## src/rtl/bw_mpu_bus_ctrl.sv

```systemverilog
// BlackWidow core to MPU bus controller: decodes PIT/PIC/external, steers 32-bit lanes, times out.
// Define BWMPU_LANE_SPLIT_EN to split multi-lane peripheral accesses into sequential 32-bit beats.
module bw_mpu_bus_ctrl #(
   parameter logic [19:0] PIT_BASE  = 20'hFF960,
   parameter logic [19:0] PIC_BASE  = 20'hFF9C0,
   parameter int unsigned TO_CYCLES = 255
) (
   input  logic         clk_i,
   input  logic         rst_i,
   input  logic         cpu_cyc_i,
   input  logic         cpu_stb_i,
   input  logic         cpu_we_i,
   input  logic [15:0]  cpu_sel_i,
   input  logic [31:0]  cpu_adr_i,
   input  logic [127:0] cpu_dat_i,
   output logic         cpu_ack_o,
   output logic         cpu_err_o,
   output logic [127:0] cpu_dat_o,
   output logic         bus_we_o,
   output logic [31:0]  bus_adr_o,
   output logic         per_cyc_o,
   output logic         per_stb_o,
   output logic [3:0]   per_sel_o,
   output logic [31:0]  per_dat_o,
   input  logic         per_ack_i,
   input  logic [31:0]  per_dat_i,
   output logic         pit_cs_o,
   output logic         pic_cs_o,
   output logic         ext_cyc_o,
   output logic         ext_stb_o,
   output logic [15:0]  ext_sel_o,
   output logic [127:0] ext_dat_o,
   input  logic         ext_ack_i,
   input  logic         ext_err_i,
   input  logic [127:0] ext_dat_i
);

   typedef enum logic [2:0] {StIdle, StPer, StExt, StResp, StRel} state_e;

   localparam logic [7:0] ToLoad = 8'(TO_CYCLES);
`ifdef BWMPU_LANE_SPLIT_EN
   localparam bit LaneSplit = 1'b1;
`else
   localparam bit LaneSplit = 1'b0;
`endif

   state_e       state_q, state_d;
   logic [7:0]   timer_q, timer_d;
   logic         ack_q, ack_d, err_q, err_d;
   logic [127:0] rd_q, rd_d;
   logic         we_q, we_d;
   logic [31:0]  adr_q, adr_d;
   logic         per_cyc_q, per_cyc_d, per_stb_q, per_stb_d;
   logic [3:0]   per_sel_q, per_sel_d;
   logic [31:0]  per_dat_q, per_dat_d;
   logic         pit_cs_q, pit_cs_d, pic_cs_q, pic_cs_d;
   logic         ext_cyc_q, ext_cyc_d, ext_stb_q, ext_stb_d;
   logic [15:0]  ext_sel_q, ext_sel_d;
   logic [127:0] ext_dat_q, ext_dat_d;

   logic [3:0]   req_hits;
   logic [1:0]   req_lane;
   logic         req_multi, pit_hit, pic_hit, end_tgt;

`ifdef BWMPU_LANE_SPLIT_EN
   logic [15:0]  sel_q, sel_d;
   logic [127:0] wr_q, wr_d;
   logic [127:0] merge_q, merge_d;
   logic         first_q, first_d;
   logic [1:0]   cur_lane, rest_lane;
   logic [15:0]  rest;
   logic [127:0] merged;
`endif

   // Bit i set when byte-select group i (one 32-bit lane) is non-zero.
   function automatic logic [3:0] lane_hits(input logic [15:0] s);
      lane_hits = 4'd0;
      for (int i = 0; i < 4; i++) lane_hits[i] = |s[4*i +: 4];
   endfunction

   function automatic logic [1:0] low_lane(input logic [3:0] h);
      low_lane = 2'd0;
      for (int i = 3; i >= 0; i--) if (h[i]) low_lane = 2'(i);
   endfunction

   always_comb begin
      state_d   = state_q;
      timer_d   = timer_q;
      ack_d     = 1'b0;
      err_d     = 1'b0;
      rd_d      = rd_q;
      we_d      = we_q;
      adr_d     = adr_q;
      per_cyc_d = per_cyc_q;
      per_stb_d = per_stb_q;
      per_sel_d = per_sel_q;
      per_dat_d = per_dat_q;
      pit_cs_d  = pit_cs_q;
      pic_cs_d  = pic_cs_q;
      ext_cyc_d = ext_cyc_q;
      ext_stb_d = ext_stb_q;
      ext_sel_d = ext_sel_q;
      ext_dat_d = ext_dat_q;
      end_tgt   = 1'b0;
      req_hits  = lane_hits(cpu_sel_i);
      req_lane  = low_lane(req_hits);
      req_multi = (req_hits & (req_hits - 4'd1)) != 4'd0;
      pit_hit   = cpu_adr_i[31:12] == PIT_BASE;
      pic_hit   = cpu_adr_i[31:12] == PIC_BASE;
`ifdef BWMPU_LANE_SPLIT_EN
      sel_d     = sel_q;
      wr_d      = wr_q;
      merge_d   = merge_q;
      first_d   = first_q;
      cur_lane  = adr_q[3:2];
      rest      = sel_q;
      rest[4*cur_lane +: 4] = 4'h0;
      rest_lane = low_lane(lane_hits(rest));
      merged    = first_q ? {4{per_dat_i}} : merge_q;
      merged[32*cur_lane +: 32] = per_dat_i;
`endif

      unique case (state_q)
         StIdle: begin
            if (cpu_cyc_i && cpu_stb_i) begin
               we_d    = cpu_we_i;
               timer_d = ToLoad;
`ifdef BWMPU_LANE_SPLIT_EN
               sel_d   = cpu_sel_i;
               wr_d    = cpu_dat_i;
               first_d = 1'b1;
`endif
               if (pit_hit || pic_hit) begin
                  if (req_hits == 4'd0 || (req_multi && !LaneSplit)) begin
                     state_d = StResp;
                     err_d   = 1'b1;
                  end else begin
                     state_d   = StPer;
                     per_cyc_d = 1'b1;
                     per_stb_d = 1'b1;
                     pit_cs_d  = pit_hit;
                     pic_cs_d  = !pit_hit;
                     adr_d     = {cpu_adr_i[31:4], req_lane, 2'b00};
                     per_sel_d = cpu_sel_i[4*req_lane +: 4];
                     per_dat_d = cpu_dat_i[32*req_lane +: 32];
                  end
               end else begin
                  state_d   = StExt;
                  ext_cyc_d = 1'b1;
                  ext_stb_d = 1'b1;
                  ext_sel_d = cpu_sel_i;
                  ext_dat_d = cpu_dat_i;
                  adr_d     = cpu_adr_i;
               end
            end
         end
         StPer: begin
            if (!cpu_cyc_i) begin
               state_d = StIdle;
               end_tgt = 1'b1;
            end else if (timer_q == 8'd0) begin
               state_d = StResp;
               err_d   = 1'b1;
               end_tgt = 1'b1;
            end else if (per_ack_i) begin
`ifdef BWMPU_LANE_SPLIT_EN
               if (rest != 16'd0) begin
                  // Next beat keeps cyc/stb asserted and moves to the next selected lane.
                  sel_d     = rest;
                  merge_d   = merged;
                  first_d   = 1'b0;
                  timer_d   = ToLoad;
                  adr_d     = {adr_q[31:4], rest_lane, 2'b00};
                  per_sel_d = rest[4*rest_lane +: 4];
                  per_dat_d = wr_q[32*rest_lane +: 32];
               end else begin
                  if (!we_q) rd_d = merged;
                  state_d = StResp;
                  ack_d   = 1'b1;
                  end_tgt = 1'b1;
               end
`else
               if (!we_q) rd_d = {4{per_dat_i}};
               state_d = StResp;
               ack_d   = 1'b1;
               end_tgt = 1'b1;
`endif
            end else begin
               timer_d = timer_q - 8'd1;
            end
         end
         StExt: begin
            if (!cpu_cyc_i) begin
               state_d = StIdle;
               end_tgt = 1'b1;
            end else if (ext_err_i || timer_q == 8'd0) begin
               state_d = StResp;
               err_d   = 1'b1;
               end_tgt = 1'b1;
            end else if (ext_ack_i) begin
               if (!we_q) rd_d = ext_dat_i;
               state_d = StResp;
               ack_d   = 1'b1;
               end_tgt = 1'b1;
            end else begin
               timer_d = timer_q - 8'd1;
            end
         end
         StResp: state_d = StRel;
         StRel: begin
            if (!cpu_stb_i) state_d = StIdle;
         end
         default: state_d = StIdle;
      endcase

      if (end_tgt) begin
         per_cyc_d = 1'b0;
         per_stb_d = 1'b0;
         pit_cs_d  = 1'b0;
         pic_cs_d  = 1'b0;
         ext_cyc_d = 1'b0;
         ext_stb_d = 1'b0;
      end
   end

   always_ff @(posedge clk_i or posedge rst_i) begin
      if (rst_i) begin
         state_q   <= StIdle;
         timer_q   <= 8'd0;
         ack_q     <= 1'b0;
         err_q     <= 1'b0;
         rd_q      <= '0;
         we_q      <= 1'b0;
         adr_q     <= '0;
         per_cyc_q <= 1'b0;
         per_stb_q <= 1'b0;
         per_sel_q <= '0;
         per_dat_q <= '0;
         pit_cs_q  <= 1'b0;
         pic_cs_q  <= 1'b0;
         ext_cyc_q <= 1'b0;
         ext_stb_q <= 1'b0;
         ext_sel_q <= '0;
         ext_dat_q <= '0;
`ifdef BWMPU_LANE_SPLIT_EN
         sel_q     <= '0;
         wr_q      <= '0;
         merge_q   <= '0;
         first_q   <= 1'b0;
`endif
      end else begin
         state_q   <= state_d;
         timer_q   <= timer_d;
         ack_q     <= ack_d;
         err_q     <= err_d;
         rd_q      <= rd_d;
         we_q      <= we_d;
         adr_q     <= adr_d;
         per_cyc_q <= per_cyc_d;
         per_stb_q <= per_stb_d;
         per_sel_q <= per_sel_d;
         per_dat_q <= per_dat_d;
         pit_cs_q  <= pit_cs_d;
         pic_cs_q  <= pic_cs_d;
         ext_cyc_q <= ext_cyc_d;
         ext_stb_q <= ext_stb_d;
         ext_sel_q <= ext_sel_d;
         ext_dat_q <= ext_dat_d;
`ifdef BWMPU_LANE_SPLIT_EN
         sel_q     <= sel_d;
         wr_q      <= wr_d;
         merge_q   <= merge_d;
         first_q   <= first_d;
`endif
      end
   end

   assign cpu_ack_o = ack_q;
   assign cpu_err_o = err_q;
   assign cpu_dat_o = rd_q;
   assign bus_we_o  = we_q;
   assign bus_adr_o = adr_q;
   assign per_cyc_o = per_cyc_q;
   assign per_stb_o = per_stb_q;
   assign per_sel_o = per_sel_q;
   assign per_dat_o = per_dat_q;
   assign pit_cs_o  = pit_cs_q;
   assign pic_cs_o  = pic_cs_q;
   assign ext_cyc_o = ext_cyc_q;
   assign ext_stb_o = ext_stb_q;
   assign ext_sel_o = ext_sel_q;
   assign ext_dat_o = ext_dat_q;

endmodule

```

## config.mk

```make
export PLATFORM = sky130hd
export DESIGN_NAME = bw_mpu_bus_ctrl
export DESIGN_NICKNAME = d
export VERILOG_FILES = /design/src/rtl/bw_mpu_bus_ctrl.sv
export SDC_FILE = /design/constraint.sdc
export NUM_CORES = 1
export LEC_CHECK = 0
export CAP_MARGIN = 15
export CORE_AREA = 4 4 266 268
export DETAILED_ROUTE_END_ITERATION = 8
export DIE_AREA = 0 0 270 272
export HOLD_SLACK_MARGIN = 0.15
export PLACE_DENSITY = 0.49
export RECOVER_POWER = 25
export SYNTH_ARGS = -nofsm -noshare
export SYNTH_HDL_FRONTEND = slang
export SYNTH_SLANG_ARGS = --single-unit
```

## constraint.sdc

```tcl
create_clock -name clk_i -period 26.4 [get_ports clk_i]
set_clock_uncertainty 0.2 [all_clocks]
set_input_delay 3.96 -clock clk_i [delete_from_list [all_inputs] [get_ports clk_i]]
set_output_delay 3.96 -clock clk_i [all_outputs]
set_load 0.005 [all_outputs]
```

## After elaboration in Yosys (flattened, before gate mapping)

Cells that the tools add are included.
Widths: inputs -> output; s select.

- Add/sub/neg operators: 2
- Multipliers: 0
- Div/mod/pow operators: 0
- Order comparisons: 0
- Eq/ne operators: 23
- Shifts and indexed selects: 2
- Muxes and demuxes: 73
- Bitwise gates (word level): 3
- Reduce and logical (&&, ||, !) cells: 27

Operators by type and width:

| operator | count |
|---|---|
| $mux 128 | 8 |
| $pmux 128 s2 | 1 |
| $shiftx 128x8->32 | 1 |
| $mux 32 | 2 |
| $mux 8 | 7 |
| $eq 20x20->1 const B | 2 |
| $mux 1 | 36 |
| $ne 2x2->1 const B | 15 |
| $mux 3 | 9 |
| $pmux 8 s3 | 1 |
| $reduce_or 4->1 | 4 |
| $shiftx 16x5->4 | 1 |
| $pmux 3 s5 | 1 |
| $reduce_and 4->1 | 3 |
| $mux 2 | 5 |
| $reduce_and 3->1 | 3 |
| $reduce_and 9->1 | 1 |
| $logic_not 8->1 | 1 |
| $ne 4x4->1 const B | 2 |
| $reduce_and 8->1 | 1 |
| $reduce_bool 2->1 | 4 |
| $sub 8x1->8 const B | 1 |
| $eq 3x2->1 const B | 2 |
| $and 4x4->4 | 1 |
| other kinds (14) | 18 |

- Register bits after elaboration: 358
- Bits in latches: 0
- Bits in writable memories: 0
- Memory bits (read-only): 0
- Output and inout bits: 349
- Memories kept: 0

## Logic depth before layout (Yosys ltp)

- Word-level depth: 10
- Gate-level depth with buffers: 9

## Worst setup path after synthesis

Ideal clock, no wire load.

- Path type: input port to flip-flop
- Start point: in cpu_sel_i[12]
- End point: reg per_dat_q[10], in the netlist per_dat_o[10]
- Data arrival time: 5.896 ns
- Path slack: 20.176 ns
- Stages on the path: 7
- Path buffers: 2
- Cell sequence: or4_1 > clkbuf_1 > nor4_1 > a311oi_4 > nor2_4 > buf_6 > mux2_1

- Cells in the longest elaborated chain, start to end: 7
- Elaborated cells between the ends (all ways): 13

RTL lines:

| element | RTL line | source |
|---|---|---|
| start, declared | 13 | `input logic [15:0] cpu_sel_i,` |
| $reduce_or 4->1 * | 78 | `for (int i = 0; i < 4; i++) lane_hits[i] = \|s[4*i +: 4];` |
| parallel branches: the longest is 6 deep, another holds $shiftx 128x8->32 | n/a |  |
| end signal, assigned | 262 | `per_dat_q <= per_dat_d;` |
| end, declared | 55 | `logic [31:0] per_dat_q, per_dat_d;` |

Every way passes the cells marked *.
A chain may end at the register's enable or synchronous reset.

==> metrics.md <==
| Metric | Value |
|---|---|
| Peak VDD IR | 0.0671 mV |
| CP Cell Sequence | dlygate4sd3_1 -> clkinvlp_2 -> clkbuf_1 -> buf_4 |
| Worst setup EP type | asynchronous set/reset pin |
| Register area share after synthesis | 0.563 |
| Post-synth EDFFs | 0 |
| Worst-case clock buffer depth | 3 |
| F_max | 0.0967 GHz |
| Nets | around 2400 |
| Die height | 272 um |
| Row Count | between 90 and 100 |
| Slew Limit Fails | roughly 150 |
| Worst r2r src | state_q[0] |
| Post-cts hold buffer count | 0 |
| Final Power | ~2.8 mW |
| Most frequent cell after synthesis | dfrtp_1 |
| Hold_sp | bus_adr_o[16] |
| Clock period minus worst slack | 10.34 ns |
| Placer congestion estimate | roughly 0.8 |
| Post-layout instance area | around 0.025 mm^2 |
| Leak | between 10 and 15 nW |
| CP max FO | 102 |
| DR iter-0 viols | just over 600 |
| Slew HR | -2.27 |
| Vias in the first global route | approximately 14000 |
| Synthesized net count | ~1700 |
| CTS resizes | 0 |
| Area grow syn2layout | 58.5% |
| Pin count of the biggest net entering global routing | 103 |
| Critical Path RT | between 20 and 30 ns |
| Period utilization | 0.392 |
| Pre-CTS setup slack | about 18 ns |
| Root buf cell | clkbuf_16 |
| Final Util | 0.369 |
| # DRC | 0 |
| Unrepaired setup endpoints after global routing | false |
| Postcts setup bufs | 0 |
| Clock latency on the worst-skew pair | about 0.55 ns |
| Hold Slack | 0.282 ns |
| Maxcap violations | 2 |
| Pwr dens | roughly 110 mW/mm^2 |
| Non-filler cells, final | just under 3000 |
| Status | finished, violations left |
| CP bufs+invs | 4 |
| Fin. Hold Viols | 0 |
| Share of cells above drive strength 1 | 0.131 |
| Die X | approximately 270 um |
| Total track usage | 0.181 |
| Delay of the slowest cell on the worst path | about 2.7 ns |
| Total negative slack | 0 ns |
| Synth top area cells | dfrtp_1 (56%), mux2_2 (12%), mux2i_1 (8.2%) |
| Final ANT Viol Nets | 0 |
| Reg2reg path depth | 7 |
| Dpl cell area | 0.0238 mm^2 |
| Full die area | about 0.073 mm^2 |
| Clock sinks | 358 |
| Yosys top cell area share | 0.563 |
| Worst hold endpoint | bus_adr_o[16] |
| CTS tree | done |
| Via density | 4.56 |
| Port buffer count | around 690 |
| Fillers | about 6700 |
| RR Endpoint | cpu_dat_o[29] |
| Total length of routed wires | 69.1 mm |
| Crit Path Class | in2async |
| CP Depth | 4 |
| Final worst setup slack | around 16 ns |
| Core area | a little under 0.07 mm^2 |
| Initial core utilization | 0.233 |
| Failing checks | max-capacitance violations, max-slew violations |
| First-pass GRT wire length | a little over 100 mm |
| CP Launch Type | input port |
| Slowest CP cell | clkinvlp_2 |
| Largest area contributor in the netlist | dfrtp_1 |
| Placed Instances | roughly 2800 |
| Post-Syn Area | 0.0159 mm^2 |
| HP Class | reg2reg |
| Crit path arrival time | around 11 ns |
| Yosys cell types | between 50 and 60 |
| Slew @ Worst Pin | about 4.9 ns |
| Cell count after synthesis | about 1300 |
| R2r setup slk | between 20 and 25 ns |
| Total gr overflow | 0 |
| Clock input transition at the sequential cells of the worst setup and hold paths | about 0.060 ns |
| Initial antenna violation count | 17 |
| WHS Path Cells | 1 |
| Routed length per placed instance | roughly 24 um |
| Top cells by count, synth | dfrtp_1 (358), a21oi_1 (169), mux2_2 (168) |
| Cell family with most CP delay | buffers and inverters |
| Main synth FF type | dfrtp_1 |
| Boundary pin count | roughly 700 |
| CTS Buf Count | 45 |
| FFs w/ async S/R, synth | 1.00 |
| Detail Placement HPWL | ~52 mm |
| Setup-failing EPs final | 0 |
| Warnings from Yosys | 0 |
| Drt first pass iters | 5 |
| Avg Synthesized Cell Area | ~12 um^2 |
| DR vias | approximately 13000 |
| #FFs+latches synth | 358 |
| Htree depth | 2 |
-- flip-flops by register name, summed over array words and instances, names as in the netlist, 3 cells and up --
register / flops
state_q: 3
per_sel_o: 4
ext_dat_o: 128
bus_adr_o: 32
ext_sel_o: 16
cpu_dat_o: 128
timer_q: 8
per_dat_o: 32
-- worst max path at each step --
stage | from | to
floorplan | rst_i | bus_adr_o[0]
detailed placement | cpu_cyc_i | cpu_dat_o[29]
finish | rst_i | cpu_dat_o[69]
CTS | cpu_cyc_i | cpu_dat_o[29]
global placement | cpu_cyc_i | cpu_dat_o[30]
global route | rst_i | bus_adr_o[16]
-- power breakdown --
group          internal (mW)  switching (mW)  total (mW)
Combinational          0.688           0.530        1.22
Sequential             0.800           0.141       0.941
Clock                  0.355           0.249       0.604
Total                   1.84           0.921        2.76
-- layout by cell type (no fill, tap or decap), drive strengths merged, types with 11 or more instances in the layout --
cell and instances:
clkdlybuf4s50 578, dfrtp 358, mux2 203, a21oi 169
inv 141, mux2i 130, dlygate4sd3 114, o22ai 69
clkbuf 65, and2 33, buf 18, o21ai 17
nand2 15, nor4 11
-- routing by layer --
| layer | routed length (um) | share of wire | global-route usage | vias up |
|---|---|---|---|---|
| li1 | - | - | - | 6048 |
| met1 | 25800 | 0.37 | 0.199 | 6599 |
| met2 | 34700 | 0.50 | 0.321 | 539 |
| met3 | 6580 | 0.095 | 0.0766 | 108 |
| met4 | 1910 | 0.028 | 0.0491 | 24 |
| met5 | 153 | 0.0022 | 0 | - |
-- logic make-up after synthesis --
kind of cell	count (synthesis)	synth area share
flip-flops	358	0.563
buffers and inverters	218	0.0548
multiplexers	333	0.225
XOR/XNOR	6	0.00330
adder cells (fa/ha/maj)	2	0.00142
AND/OR/NAND/NOR	120	0.0466
AO/OA/AOI/OAI	291	0.105
-- cell type report --
type,instances,area (um^2),area share
multi-input combinational,752,6140,0.243
sequential,358,8960,0.355
clock buffer,64,1270,0.0503
antenna,4,10.0,0.000397
inverter,138,519,0.0206
tap,882,1100,0.0438
clock inverter,14,160,0.00635
timing repair buffer,711,7070,0.280
Power figures use the tool's default switching activity.
